--- config.mk ---
export PLATFORM = sky130hd
export DESIGN_NAME = fp_factorial_sequencer
export DESIGN_NICKNAME = d
export VERILOG_FILES = /design/src/rtl/fp_factorial_sequencer.sv
export SDC_FILE = /design/constraint.sdc
export NUM_CORES = 1
export LEC_CHECK = 0
export CORE_UTILIZATION = 57
export DETAILED_ROUTE_END_ITERATION = 16
export DONT_BUFFER_PORTS = 1
export GPL_ROUTABILITY_DRIVEN = 0
export PLACE_DENSITY = 0.82
export SYNTH_ARGS = -nofsm -noshare
export SYNTH_HDL_FRONTEND = slang
export SYNTH_SLANG_ARGS = --single-unit
--- constraint.sdc ---
create_clock -name clk_in -period 2.4 [get_ports clk_in]
set_input_delay 0.72 -clock clk_in [delete_from_list [all_inputs] [get_ports clk_in]]
set_output_delay 0.72 -clock clk_in [all_outputs]
set_load 0.01 [all_outputs]
--- src/rtl/fp_factorial_sequencer.sv ---
// Iterative n! sequencer that drives an external combinational FP multiplier,
// one multiplication per clock, with sticky overflow/underflow reporting.
module fp_factorial_sequencer #(
   parameter int EXP_WIDTH      = 8,
   parameter int MANTISSA_WIDTH = 23,
   parameter int N_WIDTH        = 6
) (
   input  logic                                  clk_in,
   input  logic                                  rst_n_in,
   input  logic                                  start_in,
   input  logic [N_WIDTH-1:0]                    n_in,
   output logic [EXP_WIDTH+MANTISSA_WIDTH:0]     a_out,
   output logic [EXP_WIDTH+MANTISSA_WIDTH:0]     b_out,
   input  logic [EXP_WIDTH+MANTISSA_WIDTH:0]     prod_in,
   input  logic                                  mult_overflow_in,
   input  logic                                  mult_underflow_in,
   output logic [EXP_WIDTH+MANTISSA_WIDTH:0]     result_out,
   output logic                                  busy_out,
   output logic                                  done_out,
   output logic                                  overflow_out,
   output logic                                  underflow_out
);

   localparam int W    = 1 + EXP_WIDTH + MANTISSA_WIDTH;
   localparam int BIAS = (1 << (EXP_WIDTH - 1)) - 1;

   localparam logic [W-1:0] ONE_FP =
      {1'b0, EXP_WIDTH'(BIAS), {MANTISSA_WIDTH{1'b0}}};

   generate
      if (N_WIDTH > MANTISSA_WIDTH + 1) begin : g_bad_cfg
         $error("N_WIDTH must not exceed MANTISSA_WIDTH+1");
      end
   endgenerate

   typedef enum logic [1:0] {
      S_IDLE,
      S_MULT,
      S_DONE
   } state_t;

   // Exact integer-to-float: leading one becomes the hidden bit.
   function automatic logic [W-1:0] int2fp(input logic [N_WIDTH-1:0] v);
      logic [MANTISSA_WIDTH:0] ext;
      logic [EXP_WIDTH-1:0]    e;
      int                      p;
      p = 0;
      for (int k = 0; k < N_WIDTH; k++) begin
         if (v[k]) p = k;
      end
      ext = (MANTISSA_WIDTH+1)'(v) << (MANTISSA_WIDTH - p);
      e   = EXP_WIDTH'(BIAS + p);
      if (v == '0) int2fp = '0;
      else         int2fp = {1'b0, e, ext[MANTISSA_WIDTH-1:0]};
   endfunction

   state_t             state_q;
   logic [N_WIDTH-1:0] n_q;
   logic [N_WIDTH-1:0] i_q;
   logic [N_WIDTH-1:0] i_d;
   logic [W-1:0]       b_d;
   logic [W-1:0]       a_q;
   logic [W-1:0]       b_q;
   logic [W-1:0]       res_q;
   logic               busy_q;
   logic               done_q;
   logic               ovf_q;
   logic               unf_q;
   logic               last_w;

   assign i_d    = i_q + N_WIDTH'(1);
   assign b_d    = int2fp(i_d);
   assign last_w = (i_q == n_q) || mult_overflow_in;

   always_ff @(posedge clk_in) begin
      if (!rst_n_in) begin
         state_q <= S_IDLE;
         n_q     <= '0;
         i_q     <= '0;
         a_q     <= '0;
         b_q     <= '0;
         res_q   <= '0;
         busy_q  <= 1'b0;
         done_q  <= 1'b0;
         ovf_q   <= 1'b0;
         unf_q   <= 1'b0;
      end else begin
         unique case (state_q)
            S_IDLE: begin
               if (start_in) begin
                  n_q   <= n_in;
                  ovf_q <= 1'b0;
                  unf_q <= 1'b0;
                  if (n_in <= N_WIDTH'(1)) begin
                     res_q   <= ONE_FP;
                     done_q  <= 1'b1;
                     state_q <= S_DONE;
                  end else begin
                     a_q     <= ONE_FP;
                     i_q     <= N_WIDTH'(2);
                     b_q     <= int2fp(N_WIDTH'(2));
                     busy_q  <= 1'b1;
                     state_q <= S_MULT;
                  end
               end
            end
            S_MULT: begin
               a_q   <= prod_in;
               ovf_q <= ovf_q | mult_overflow_in;
               unf_q <= unf_q | mult_underflow_in;
               // Overflow ends the run early; underflow is only recorded.
               if (last_w) begin
                  res_q   <= prod_in;
                  busy_q  <= 1'b0;
                  done_q  <= 1'b1;
                  state_q <= S_DONE;
               end else begin
                  i_q <= i_d;
                  b_q <= b_d;
               end
            end
            S_DONE: begin
               done_q  <= 1'b0;
               state_q <= S_IDLE;
            end
            default: begin
               state_q <= S_IDLE;
            end
         endcase
      end
   end

   assign a_out         = a_q;
   assign b_out         = b_q;
   assign result_out    = res_q;
   assign busy_out      = busy_q;
   assign done_out      = done_q;
   assign overflow_out  = ovf_q;
   assign underflow_out = unf_q;

endmodule

==> impl_metrics.tcl <==
set metrics [dict create \
    r2r_setup_slack_ps 190 \
    routedWlPerCell_um 17.7 \
    arrival_ps 2440 \
    nets 492 \
    ant_nets 0 \
    synth_top_area_share 0.448 \
    final.setup.tns_ps 0 \
    synth_edf_count 0 \
    synth-async-reset-ratio 0 \
    cts_root_buf "clkbuf_8" \
    rsz0062_at_grt "no" \
    die_area_um2 7790 \
    fin_util 0.606 \
    rows 31 \
    period_needed_ps 2210 \
    syn_area_per_cell_um2 9.22 \
    grt_pass1_vias 3187 \
    die_x_um 88.3 \
    core_um2 7210 \
    ctsResizeCount 0 \
    drv_cap 0 \
    grt_pass1_wl_um 14700 \
    dpl_cell_area_um2 4190 \
    num_antenna_cells 0 \
    clock-sinks 95 \
    vias 3425 \
    hold_ws_ps 477 \
    postCtsHoldBufs 0 \
    synth_ff_type "dfxtp_1" \
    finClkSkew_ps 7.36 \
    grt.total_usage 0.245 \
    max_freq_mhz 453 \
    syn2layout_area_growth_pct 3.04 \
    drt_first_pass_iters 5 \
    io_pins 143 \
    cts_buffers 9 \
    setup_viol 0 \
    synth_area_leader_cell "dfxtp_1" \
    drcViolationCount 0 \
    maxSlewHeadroom 0.477 \
    synth_most_common_cell "dfxtp_1" \
    vdd_drop_max_v 0.000497 \
    finalCritPeriodShare 0.920 \
    hold_path.class "flop to flop" \
    dp_hpwl_um 6700 \
    numPortBuffers 0 \
    antenna_found_initial 0 \
    drtIter0Drc 266 \
    insertion_delay_ps 360 \
    fin_area_um2 4370 \
    via_per_inst 6.22 \
    end_kind "flop" \
    syn_area_um2 4240 \
    synthTopCellsByArea "dfxtp_1, nor2_1, a22oi_1" \
    r2r_end "b_out[25]" \
    setup.worst_path.class "flop to flop" \
    clockBufferDepth 2 \
    n_fill_cell 610 \
    die_y_um 88.3 \
    rr_worst_depth 9 \
    worstMarginPinSlew_ps 784 \
    h-tree-depth 3 \
    cp-start-kind "flop" \
    status "complete, no violations" \
    synth_cell_type_count 67 \
    reg2reg_from "i_q[1]" \
    hold_path_depth 2 \
    gr-total-overflow 0 \
    drive_above_1_share 0.142 \
    synthTopCellsByCount "dfxtp_1, nor2_1, a22oi_1, a32oi_1, nand2_1" \
    critPathRequiredTime_ps 2630 \
    p_per_area_nw_per_um2 799 \
    finalPower_mw 3.49 \
    routed_wirelength_um 9730 \
    clk_pin_slew_ps 90 \
    startpoint "i_q[1]" \
    hold_violations 0 \
    drv_slew 0 \
    start_util 0.588 \
    path_max_fanout 6 \
    syn_inst 460 \
    ys.warnings.count 0 \
    synth_seq_area_share 0.448 \
    grt_max_degree 53 \
    power.leakage_nw 1.60 \
    post_cts_buffers 0 \
    cts_tree "built" \
    ys_ff_latch 95 \
    cp-endpoint "b_out[25]" \
]
==> layout make-up <==
class                           count  area, um^2  share of cell area
Clock buffer                       10         128              0.0292
Clock inverter                      6        52.6              0.0120
Inverter                           14        52.6              0.0120
Multi-Input combinational cell    309        1960               0.449
Sequential cell                    95        1900               0.435
Tap cell                           99         124              0.0283
Timing Repair Buffer               18         148              0.0338
==> flip-flops by register name, indices dropped and copies added (netlist names) <==
name           flops
i_q                6
underflow_out      1
result_out        32
state_q            2
b_out             13
done_out           1
a_out             32
n_q                6
overflow_out       1
busy_out           1
==> placed cells by master (no fill, tap or decap), types with 6 or more instances in the layout <==
cell type / instances
dfxtp_1: 95
nor2_1: 83
a22oi_1: 31
a32oi_1: 26
nand2_1: 25
conb_1: 17
buf_4: 17
a21oi_1: 16
inv_1: 13
xnor2_1: 10
clkbuf_8: 9
nand3_1: 8
o221a_2: 8
a221oi_1: 7
o21ai_0: 6
==> power breakdown <==
part	switching (mW)	total (mW)	internal, mW
Sequential	0.154	1.86	1.70
Combinational	0.415	0.667	0.251
Clock	0.577	0.969	0.392
Total	1.15	3.49	2.35
==> worst max-delay path: stages (launching register included) <==
cell      delay (ps)
dfxtp_1          460
ha_1             230
and3_1           320
xnor2_1          210
a21boi_1         260
nor3_1            80
ha_1             270
inv_1             30
a22oi_1          150
nor2_1            60
==> logic make-up (layout without fill, tap and decap cells) <==
kind of cell | after synthesis | in the layout | synth area share
fa+ha+maj | 2 | 2 | 0.00590
other cells | 1 | 17 | 0.000884
flops | 95 | 95 | 0.448
buf+inv | 72 | 48 | 0.104
mux | 2 | 2 | 0.00472
xor+xnor | 12 | 12 | 0.0310
simple gates | 143 | 143 | 0.150
compound gates | 133 | 133 | 0.255
==> layer usage <==
metal	vias to the layer above	track usage	routed length (um)
met2	161	0.406	4760
met4	0	0.109	157
met3	20	0.0672	815
met5	-	0	0
li1	1586	-	-
met1	1658	0.298	3990
==> worst min path at each step <==
stage             start  endpoint  slack [ps]
2_1_floorplan    n_q[4]    n_q[4]         450
3_3_place_gp     n_q[3]    n_q[3]         460
3_5_place_dp     n_q[3]    n_q[3]         460
4_1_cts        rst_n_in  done_out         480
5_1_grt         n_in[4]    n_q[4]         470
6_report         n_q[3]    n_q[3]         480
==> stage by stage <==
step,setup WS [ps],cells
2_1_floorplan,424,476
3_3_place_gp,247,535
3_5_place_dp,221,535
4_1_cts,217,551
5_1_grt,45.7,551
6_report,191,551
No activity file was read; power rests on OpenSTA's default activity.
